===== src/rtl/div_seq_pkg.sv =====
// div_seq_pkg
// Shared definitions for the multi-cycle divide/remainder sequencer.
//   - ALU_DIV / ALU_DIVU / ALU_REM / ALU_REMU : 5-bit opcodes accepted by div_seq.
//     Their values mirror the execute-stage opcode map.
//   - op_info_t / decode_op : turns an opcode into supported/signed/remainder flags.
package div_seq_pkg;

    localparam logic [4:0] ALU_DIV  = 5'h0C;
    localparam logic [4:0] ALU_DIVU = 5'h0D;
    localparam logic [4:0] ALU_REM  = 5'h0E;
    localparam logic [4:0] ALU_REMU = 5'h0F;

    typedef struct packed {
        logic supported;
        logic is_signed;
        logic sel_rem;
    } op_info_t;

    function automatic op_info_t decode_op(input logic [4:0] op);
        op_info_t info;
        info = '0;
        case (op)
            ALU_DIV:  info = '{supported: 1'b1, is_signed: 1'b1, sel_rem: 1'b0};
            ALU_DIVU: info = '{supported: 1'b1, is_signed: 1'b0, sel_rem: 1'b0};
            ALU_REM:  info = '{supported: 1'b1, is_signed: 1'b1, sel_rem: 1'b1};
            ALU_REMU: info = '{supported: 1'b1, is_signed: 1'b0, sel_rem: 1'b1};
            default:  info = '0;
        endcase
        return info;
    endfunction

endpackage


===== src/rtl/div_seq_if.sv =====
// div_seq_if
// Request/response handshake bundle between the execute stage and div_seq.
//   Request : in_valid, in_ready, opcode, rs1 (dividend), rs2 (divisor)
//   Response: out_valid, out_ready, rd (result)
//   master : the pipeline side that issues operations and consumes results
//   slave  : the divider side
interface div_seq_if #(
    parameter int XLEN = 32
);
    logic            in_valid;
    logic            in_ready;
    logic [4:0]      opcode;
    logic [XLEN-1:0] rs1;
    logic [XLEN-1:0] rs2;
    logic            out_valid;
    logic            out_ready;
    logic [XLEN-1:0] rd;

    modport master (
        output in_valid, opcode, rs1, rs2, out_ready,
        input  in_ready, out_valid, rd
    );

    modport slave (
        input  in_valid, opcode, rs1, rs2, out_ready,
        output in_ready, out_valid, rd
    );
endinterface


===== src/rtl/div_seq_step.sv =====
// div_step
// One radix-2 restoring division iteration, purely combinational.
//   rem_i     : partial remainder (always < divisor_i)
//   quo_i     : partial quotient; its MSB is the next dividend bit to shift in
//   divisor_i : divisor magnitude
//   rem_o     : next partial remainder
//   quo_o     : next partial quotient with the new quotient bit in the LSB
module div_step #(
    parameter int XLEN = 32
) (
    input  logic [XLEN-1:0] rem_i,
    input  logic [XLEN-1:0] quo_i,
    input  logic [XLEN-1:0] divisor_i,
    output logic [XLEN-1:0] rem_o,
    output logic [XLEN-1:0] quo_o
);
    logic [XLEN:0] shifted;
    logic [XLEN:0] trial;

    // The shifted remainder needs XLEN+1 bits because rem_i can be up to
    // divisor-1 before doubling; the trial difference then fits in XLEN+1
    // bits signed, so its MSB is the "went negative" flag.
    always_comb begin
        shifted = {rem_i, quo_i[XLEN-1]};
        trial   = shifted - {1'b0, divisor_i};
        if (!trial[XLEN]) begin
            rem_o = trial[XLEN-1:0];
        end else begin
            rem_o = shifted[XLEN-1:0];
        end
        quo_o = {quo_i[XLEN-2:0], ~trial[XLEN]};
    end
endmodule


===== src/rtl/div_seq.sv =====
// div_seq
// Multi-cycle DIV/DIVU/REM/REMU sequencer: one quotient bit per cycle using
// restoring division, with RISC-V special cases resolved at acceptance.
//   clk   : clock, rising edge
//   rst_n : synchronous active-low reset
//   flush : abort the operation in flight; rd is preserved
//   bus   : div_seq_if.slave (in_valid/in_ready/opcode/rs1/rs2, out_valid/out_ready/rd)
//   busy  : high whenever the sequencer is not idle
module div_seq #(
    parameter int XLEN = 32
) (
    input  logic      clk,
    input  logic      rst_n,
    input  logic      flush,
    div_seq_if.slave  bus,
    output logic      busy
);
    import div_seq_pkg::*;

    localparam int CNT_W = (XLEN > 2) ? $clog2(XLEN) : 1;
    localparam logic [CNT_W-1:0] CNT_LAST = CNT_W'(XLEN - 1);
    localparam logic [XLEN-1:0]  MOST_NEG = {1'b1, {(XLEN-1){1'b0}}};

    typedef enum logic [1:0] {
        IDLE = 2'd0,
        CALC = 2'd1,
        DONE = 2'd2
    } state_t;

    state_t          state_q, state_d;
    logic [XLEN-1:0] rem_q, rem_d;
    logic [XLEN-1:0] quo_q, quo_d;
    logic [XLEN-1:0] dvs_q, dvs_d;
    logic [CNT_W-1:0] cnt_q, cnt_d;
    logic            q_neg_q, q_neg_d;
    logic            r_neg_q, r_neg_d;
    logic            sel_rem_q, sel_rem_d;
    logic            out_valid_q, out_valid_d;
    logic [XLEN-1:0] rd_q, rd_d;

    op_info_t        info;
    logic            accept;
    logic            rs1_neg, rs2_neg;
    logic [XLEN-1:0] rs1_abs, rs2_abs;
    logic [XLEN-1:0] step_rem, step_quo;
    logic [XLEN-1:0] quo_fix, rem_fix;

    div_step #(.XLEN(XLEN)) u_step (
        .rem_i     (rem_q),
        .quo_i     (quo_q),
        .divisor_i (dvs_q),
        .rem_o     (step_rem),
        .quo_o     (step_quo)
    );

    assign bus.in_ready  = (state_q == IDLE);
    assign bus.out_valid = out_valid_q;
    assign bus.rd        = rd_q;
    assign busy          = (state_q != IDLE);

    // Next-state logic. Fast-path results are decided from the raw operands
    // at acceptance; normal operations iterate on operand magnitudes and the
    // signs are restored on the last step. Flush overrides everything except
    // rd, which keeps its last value.
    always_comb begin
        state_d     = state_q;
        rem_d       = rem_q;
        quo_d       = quo_q;
        dvs_d       = dvs_q;
        cnt_d       = cnt_q;
        q_neg_d     = q_neg_q;
        r_neg_d     = r_neg_q;
        sel_rem_d   = sel_rem_q;
        out_valid_d = out_valid_q;
        rd_d        = rd_q;

        info    = decode_op(bus.opcode);
        accept  = bus.in_valid && (state_q == IDLE) && !flush;
        rs1_neg = info.is_signed && bus.rs1[XLEN-1];
        rs2_neg = info.is_signed && bus.rs2[XLEN-1];
        rs1_abs = rs1_neg ? -bus.rs1 : bus.rs1;
        rs2_abs = rs2_neg ? -bus.rs2 : bus.rs2;
        quo_fix = q_neg_q ? -step_quo : step_quo;
        rem_fix = r_neg_q ? -step_rem : step_rem;

        case (state_q)
            IDLE: begin
                if (accept) begin
                    sel_rem_d = info.sel_rem;
                    if (!info.supported) begin
                        rd_d        = '0;
                        out_valid_d = 1'b1;
                        state_d     = DONE;
                    end else if (bus.rs2 == '0) begin
                        rd_d        = info.sel_rem ? bus.rs1 : '1;
                        out_valid_d = 1'b1;
                        state_d     = DONE;
                    end else if (info.is_signed && (bus.rs1 == MOST_NEG) && (bus.rs2 == '1)) begin
                        rd_d        = info.sel_rem ? '0 : bus.rs1;
                        out_valid_d = 1'b1;
                        state_d     = DONE;
                    end else begin
                        rem_d   = '0;
                        quo_d   = rs1_abs;
                        dvs_d   = rs2_abs;
                        cnt_d   = CNT_LAST;
                        q_neg_d = rs1_neg ^ rs2_neg;
                        r_neg_d = rs1_neg;
                        state_d = CALC;
                    end
                end
            end
            CALC: begin
                rem_d = step_rem;
                quo_d = step_quo;
                if (cnt_q == '0) begin
                    rd_d        = sel_rem_q ? rem_fix : quo_fix;
                    out_valid_d = 1'b1;
                    state_d     = DONE;
                end else begin
                    cnt_d = cnt_q - 1'b1;
                end
            end
            DONE: begin
                if (bus.out_ready) begin
                    out_valid_d = 1'b0;
                    state_d     = IDLE;
                end
            end
            default: begin
                out_valid_d = 1'b0;
                state_d     = IDLE;
            end
        endcase

        if (flush) begin
            out_valid_d = 1'b0;
            state_d     = IDLE;
        end
    end

    // All sequencer state, cleared by the synchronous reset.
    always_ff @(posedge clk) begin
        if (!rst_n) begin
            state_q     <= IDLE;
            rem_q       <= '0;
            quo_q       <= '0;
            dvs_q       <= '0;
            cnt_q       <= '0;
            q_neg_q     <= 1'b0;
            r_neg_q     <= 1'b0;
            sel_rem_q   <= 1'b0;
            out_valid_q <= 1'b0;
            rd_q        <= '0;
        end else begin
            state_q     <= state_d;
            rem_q       <= rem_d;
            quo_q       <= quo_d;
            dvs_q       <= dvs_d;
            cnt_q       <= cnt_d;
            q_neg_q     <= q_neg_d;
            r_neg_q     <= r_neg_d;
            sel_rem_q   <= sel_rem_d;
            out_valid_q <= out_valid_d;
            rd_q        <= rd_d;
        end
    end
endmodule


===== src/flat_wrapper.sv =====
// flat-port wrapper written by rule: the top's interface ports become plain ports
module div_seq_flat import div_seq_pkg::*;
#(
    parameter int XLEN = 32
)
  (clk, rst_n, flush, busy, bus_in_valid, bus_opcode, bus_rs1, bus_rs2, bus_out_ready, bus_in_ready, bus_out_valid, bus_rd);
  div_seq_if #(.XLEN(XLEN)) bus_i ();
  input  logic clk;
  input  logic rst_n;
  input  logic flush;
  output logic busy;
  input wire logic [$bits(bus_i.in_valid)-1:0] bus_in_valid;
  input wire logic [$bits(bus_i.opcode)-1:0] bus_opcode;
  input wire logic [$bits(bus_i.rs1)-1:0] bus_rs1;
  input wire logic [$bits(bus_i.rs2)-1:0] bus_rs2;
  input wire logic [$bits(bus_i.out_ready)-1:0] bus_out_ready;
  output wire logic [$bits(bus_i.in_ready)-1:0] bus_in_ready;
  output wire logic [$bits(bus_i.out_valid)-1:0] bus_out_valid;
  output wire logic [$bits(bus_i.rd)-1:0] bus_rd;
  assign bus_i.in_valid = bus_in_valid;
  assign bus_i.opcode = bus_opcode;
  assign bus_i.rs1 = bus_rs1;
  assign bus_i.rs2 = bus_rs2;
  assign bus_i.out_ready = bus_out_ready;
  assign bus_in_ready = bus_i.in_ready;
  assign bus_out_valid = bus_i.out_valid;
  assign bus_rd = bus_i.rd;
  div_seq #(.XLEN(XLEN)) u_core (.clk(clk), .rst_n(rst_n), .flush(flush), .bus(bus_i), .busy(busy));
endmodule

===== config.mk =====
export PLATFORM = sky130hd
export DESIGN_NAME = div_seq_flat
export DESIGN_NICKNAME = d
export VERILOG_FILES = /design/src/rtl/div_seq_pkg.sv /design/src/rtl/div_seq_if.sv /design/src/rtl/div_seq_step.sv /design/src/rtl/div_seq.sv /design/src/flat_wrapper.sv
export SDC_FILE = /design/constraint.sdc
export NUM_CORES = 1
export LEC_CHECK = 0
export CAP_MARGIN = 10
export CORE_ASPECT_RATIO = 0.6
export CORE_MARGIN = 4
export CORE_UTILIZATION = 35
export CTS_CLUSTER_SIZE = 20
export DETAILED_ROUTE_END_ITERATION = 7
export MAX_ROUTING_LAYER = met4
export PLACE_DENSITY = 0.55
export SETUP_SLACK_MARGIN = 0.15
export SLEW_MARGIN = 20
export SYNTH_ARGS = -nofsm -noshare
export SYNTH_HDL_FRONTEND = slang
export SYNTH_SLANG_ARGS = --single-unit

===== constraint.sdc =====
create_clock -name clk -period 13.9 [get_ports clk]
set_input_delay 3.475 -clock clk [delete_from_list [all_inputs] [get_ports clk]]
set_output_delay 3.475 -clock clk [all_outputs]
set_load 0.02 [all_outputs]

* After elaboration in Yosys (flattened, before gate mapping) *
Index checks and enable logic that the tools add are counted.

operators by class
  add/sub/neg operators = 6
  multipliers = 0
  divide/modulo/power cells = 0
  $lt $le $gt $ge = 0
  eq/ne operators = 16
  shifts and indexed selects = 0
  multiplexer cells = 45
  bitwise logic cells = 5
  reduce and logical (&&, ||, !) cells = 20

operator list
  cell                                                   number
  two-way mux 32 bit                                     21
  one-hot mux 32 bit (2 select lines)                    3
  negator 32 bit                                         4
  equality test 32 bit, second input constant            2
  subtractor 33 x 32 -> 33 bit                           1
  logical NOT 32 bit                                     1
  two-way mux 5 bit                                      5
  equality test 5 x 4 -> 1 bit, second input constant    4
  two-way mux 2 bit                                      6
  one-hot mux 3 bit (4 select lines)                     1
  one-hot mux 5 bit (2 select lines)                     1
  AND reduction 5 bit                                    2
  inequality test 2 bit, second input constant           4
  AND reduction 4 bit                                    2
  logical AND 1 bit                                      6
  two-way mux 1 bit                                      6
  inequality test 2 x 1 -> 1 bit, second input constant  3
  one-hot mux 2 bit (3 select lines)                     1
  AND reduction 6 bit                                    1
  logical NOT 5 bit                                      1
  subtractor 5 x 1 -> 5 bit, second input constant       1
  inequality test 4 bit, second input constant           1
  inverter 1 bit                                         4
  nonzero test 2 bit                                     2
  other kinds (9)                                        9

storage, ports and cells
  register bits after elaboration = 139
  latch bits = 0
  RAM bits = 0
  memory bits (read-only) = 0
  output and inout port bits = 35
  word-level logic and storage cells = 102
  memories = 0

* Logic depth before layout (Yosys ltp) *
  depth after elaboration = 9
  mapped depth = 25
  depth with buffers taken out = 21

* Hierarchy *
Synthesis repeated with hierarchy kept, for this count alone.

unflattened totals
  cell total of the unflattened synthesis = 1418
  area, all modules = 11223.3 um^2

modules (own cells, without submodules)
  module    instances  cells an instance  area an instance (um^2)  sequential area each (um^2)
  div_seq   1          1082               8639.5                   2782.7
  div_step  1          336                2583.7                   0.0

* Least setup slack after synthesis *
Ideal clock, no wire load.

  kind = in2reg
  start point = in bus_rs1[6]
  end point = reg u_core.rd_q[27] (netlist: u_core.bus.rd[27])
  arrival time = 6.361 ns
  required time = 13.826 ns
  setup slack = 7.464 ns
  stages = 10
  path buffers = 0
  cells stage by stage = or4_1 -> or3_1 -> or4_1 -> nor3b_1 -> a211o_1 -> nand2_1 -> clkinv_1 -> o21ai_2 -> or4_1 -> a31oi_1

between the ends
  word-level cells in the longest chain between the ends = 5

ends and longest elaborated chain
  what                                    line                source
  start, declared                         flat_wrapper.sv:14  input wire logic [$bits(bus_i.rs1)-1:0] bus_rs1;
  equality test 32 bit                    div_seq.sv:98       end else if (info.is_signed && (bus.rs1 == MOST_NEG) && (bus.rs2 == '1)) begin
  logical AND 1 bit (2 in a row)          div_seq.sv:98
  inequality test 4 bit (no source line)  -
  AND reduction 4 bit (no source line)    -
  end signal, assigned                    div_seq.sv:165      rd_q <= rd_d;
  end, declared                           div_seq.sv:39       logic [XLEN-1:0] rd_q, rd_d;

No other way between the ends.
A chain may end at the register's enable or synchronous reset.

* Final worst setup path *
  start point = in bus_rs1[6]
  end point = reg u_core.quo_q[10]

between the ends
  word-level cells in the longest chain between the ends = 7

ends and longest elaborated chain
  what                                 line            source
  negator 32 bit                       div_seq.sv:81   rs1_abs = rs1_neg ? -bus.rs1 : bus.rs1;
  two-way mux 32 bit                   div_seq.sv:81
  two-way mux 32 bit                   div_seq.sv:98
  two-way mux 32 bit                   div_seq.sv:94   end else if (bus.rs2 == '0) begin
  two-way mux 32 bit                   div_seq.sv:90   if (!info.supported) begin
  two-way mux 32 bit                   div_seq.sv:88   if (accept) begin
  one-hot mux 32 bit (2 select lines)  div_seq.sv:86   case (state_q)
  end signal, assigned                 div_seq.sv:158  quo_q <= quo_d;
  end, declared                        div_seq.sv:32   logic [XLEN-1:0] quo_q, quo_d;

Several ways; a longest one is shown, not always the timed one. The select of a mux whose other input is x is not followed.

==> flow_metrics.py <==
metrics = {
    "clock_tree": {
        "clock_latency_ps": 450,
        "clkTransAtPathRegs_ps": 60,
        "cts_resized": 0,
        "cts_buffers": 17,
        "clock_path_buffers": 2,
        "cts-root-buf": "clkbuf_16",
        "cts.sinks": 139,
        "postCtsSetupBuffers": 0,
        "cts_tree": "done",
        "holdBufCountCts": 0,
        "h-tree-depth": 4,
    },
    "floorplanning": {
        "rows": 51,
        "dieHeight_um": 150,
        "dieArea_um2": 36900,
        "die_width_um": 245,
        "fp.coreArea_um2": 32900,
        "initial_core_util": 0.360,
        "io_pins": 109,
    },
    "worst_setup_path": {
        "r2r_end": "u_core.bus.rd[30]$_SDFFE_PN0P_",
        "cp.arrival_ps": 7820,
        "cp.required_ps": 14190,
        "worst_r2r_path_depth": 20,
        "r2r-start": "u_core.quo_q[31]$_SDFFE_PN0P_",
        "crit_type": "input port to flop",
        "critPathLaunch": "bus_rs1[6]",
        "worstPathMaxFanout": 96,
        "start_kind": "input port",
        "r2r_slack_ps": 7440,
        "crit_path_end_kind": "flop",
    },
    "grt": {
        "grtUsageTotal": 0.254,
        "grt_pass1_vias": 11500,
        "antenna_found_initial": 1,
        "grt-ovfl-total": 0,
        "grt_pass1_wl_um": 70600,
        "grt_start_max_net_pins": 99,
    },
    "worst_hold_path": {
        "min_to": "u_core.bus.out_valid$_SDFFE_PP0P_",
        "worstHoldStart": "u_core.bus.out_valid$_SDFFE_PP0P_",
        "holdPathStages": 2,
        "hold_class": "flop to flop",
    },
    "sta": {
        "tns_ps": 0,
        "slew_viol_final": 0,
        "hold_viol": 0,
        "worstMarginPinSlew_ps": 1220,
        "skew_ps": 16.4,
        "post-route-period-util": 0.542,
        "rsz0062_at_grt": "no",
        "final.min_clock_period_ps": 7540,
        "setup_viol": 0,
        "maxSlewHeadroom": 0.186,
        "clock.fmax_ghz": 0.133,
    },
    "place": {
        "hpwlAfterDp_um": 35500,
        "io_buffers": 108,
        "gp_congestion": 0.960,
    },
    "power_and_ir_drop": {
        "p_leak_nw": 5.03,
        "p_switching_uw": 909,
        "p_per_area_nw_per_um2": 144,
        "clkPwrFrac": 0.253,
        "sw_frac_of_total": 0.453,
        "peakVddDrop_mv": 0.119,
        "p_seq_frac": 0.218,
        "combPwrFrac": 0.529,
        "intPower_mw": 1.10,
    },
    "synthesis": {
        "syn_area_um2": 11800,
        "synth_nets": 1731,
        "yosys.area.top_type": "dfxtp_1",
        "yosysMostFrequentCell": "nor2_1",
        "yosys.area.top_type_share": 0.235,
        "syn_area_per_cell_um2": 7.32,
        "synth-edff-count": 0,
        "seq_area_frac_synth": 0.235,
        "synth.area.top_cells": "dfxtp_1 (24%), nor2_1 (8.0%), a21oi_1 (5.5%), xnor2_1 (5.0%), a211oi_1 (4.5%)",
        "synth_flop_cell": "dfxtp_1",
        "ys_ff_latch": 139,
        "yosysWarnings": 0,
        "ys_types": 94,
        "synth_cells": 1617,
        "ys_top_cells_by_count": "nor2_1 (251), dfxtp_1 (139), a21oi_1 (131)",
        "async_flop_share": 0,
    },
    "final_layout": {
        "syn_to_final_growth_pct": 17.4,
        "num_antenna_cells": 0,
        "final_util": 0.423,
        "drive_gt1_frac": 0.0627,
        "nNetsFinal": 1776,
    },
    "routing": {
        "drt_iter0_markers": 1366,
        "routed_via_density": 5.97,
        "firstDrtPassIters": 6,
        "wl_um": 46600,
        "drcViolationCount": 0,
        "drtAntennaViolNets": 0,
        "num_vias": 12700,
        "avgRoutedWirePerCell_um": 21.9,
    },
    "job": {
        "drv_cap": 0,
    },
    "status": {
        "status": "complete, no violations",
    },
}
[power groups by stage]
stage	registers (mW)	clock network, mW	logic [mW]
after floorplan	0.448	0	0.701
after global placement	0.446	0	1.02
after detailed placement	0.446	0	1.02
after CTS	0.438	0.512	1.03
after global routing	0.440	0.529	1.14
final	0.438	0.508	1.06
[placed cells by master, fill, tap and decap left out, types with 28 or more instances in the layout]
cell type        count
dfxtp_1            139
nor3_1              33
a211oi_1            71
xnor2_1             68
clkdlybuf4s50_1    108
inv_1               58
a21oi_1            131
ha_1                39
o21ai_0            105
nand2_1            110
maj3_1              29
o31ai_1             28
nor2_1             250
xor2_1              58
[worst max-delay path, cell delays in order]
cell and delay [ps]:
clkdlybuf4s50_1 510, or4_1 610, or3_1 450, or4_1 570, nor3b_1 500, a211o_1 290
nor2_1 90, o21bai_4 100, buf_4 760, a211oi_1 100, a21oi_1 170, nor2_1 60
[how the worst max path moves through the flow]
stage	end	slack, ps
6_report	u_core.quo_q[10]$_SDFFE_PN0P_	6360
3_5_place_dp	u_core.quo_q[7]$_SDFFE_PN0P_	6050
3_3_place_gp	u_core.quo_q[6]$_SDFFE_PN0P_	6130
5_1_grt	u_core.quo_q[30]$_SDFFE_PN0P_	6220
2_1_floorplan	u_core.bus.rd[27]$_SDFFE_PN0P_	7460
4_1_cts	u_core.quo_q[11]$_SDFFE_PN0P_	6510
[cells by family after synthesis]
family	after synthesis	share of synthesized area
flip-flops	139	0.235
buffers and inverters	165	0.0546
XOR/XNOR	126	0.0932
adder cells (fa/ha/maj)	69	0.0674
AO/OA/AOI/OAI	529	0.303
multiplexers	29	0.0258
AND/OR/NAND/NOR	560	0.221
[layer usage]
metal,track usage,up-vias,wire length (um)
met4,0.0442,0,524
met2,0.319,598,17100
met5,-,-,0
met3,0.0742,46,5090
li1,-,6028,-
met1,0.395,6007,23900
[per-stage QoR]
stage / cell area (um^2) / total power [mW] / cells / hold slack, ps / setup slack (ps)
2_1_floorplan: 11800 / 1.15 / 1617 / 446 / 7460
4_1_cts: 13900 / 1.98 / 2125 / 460 / 6510
6_report: 13900 / 2.01 / 2125 / 457 / 6360
3_3_place_gp: 13300 / 1.46 / 2093 / 447 / 6130
3_5_place_dp: 13300 / 1.47 / 2093 / 448 / 6050
5_1_grt: 13900 / 2.11 / 2125 / 511 / 6220
[sequential cells by signal, summed over array words and instances (netlist names)]
| register | flops |
|---|---|
| u_core.bus.out_valid | 1 |
| u_core.r_neg_q | 1 |
| u_core.cnt_q | 5 |
| u_core.quo_q | 32 |
| u_core.bus.rd | 32 |
| u_core.dvs_q | 32 |
| u_core.sel_rem_q | 1 |
| u_core.state_q | 2 |
| u_core.q_neg_q | 1 |
| u_core.rem_q | 32 |
[cell type report]
type / count / area, um^2
fill: 3366 / 19000
clock buffer: 22 / 474
clock inverter: 10 / 164
tap: 450 / 563
timing repair buffer: 128 / 1230
multi-input combinational: 1313 / 8440
sequential: 139 / 2780
inverter: 63 / 238
Note: power is estimated with default switching activity, not from simulation.
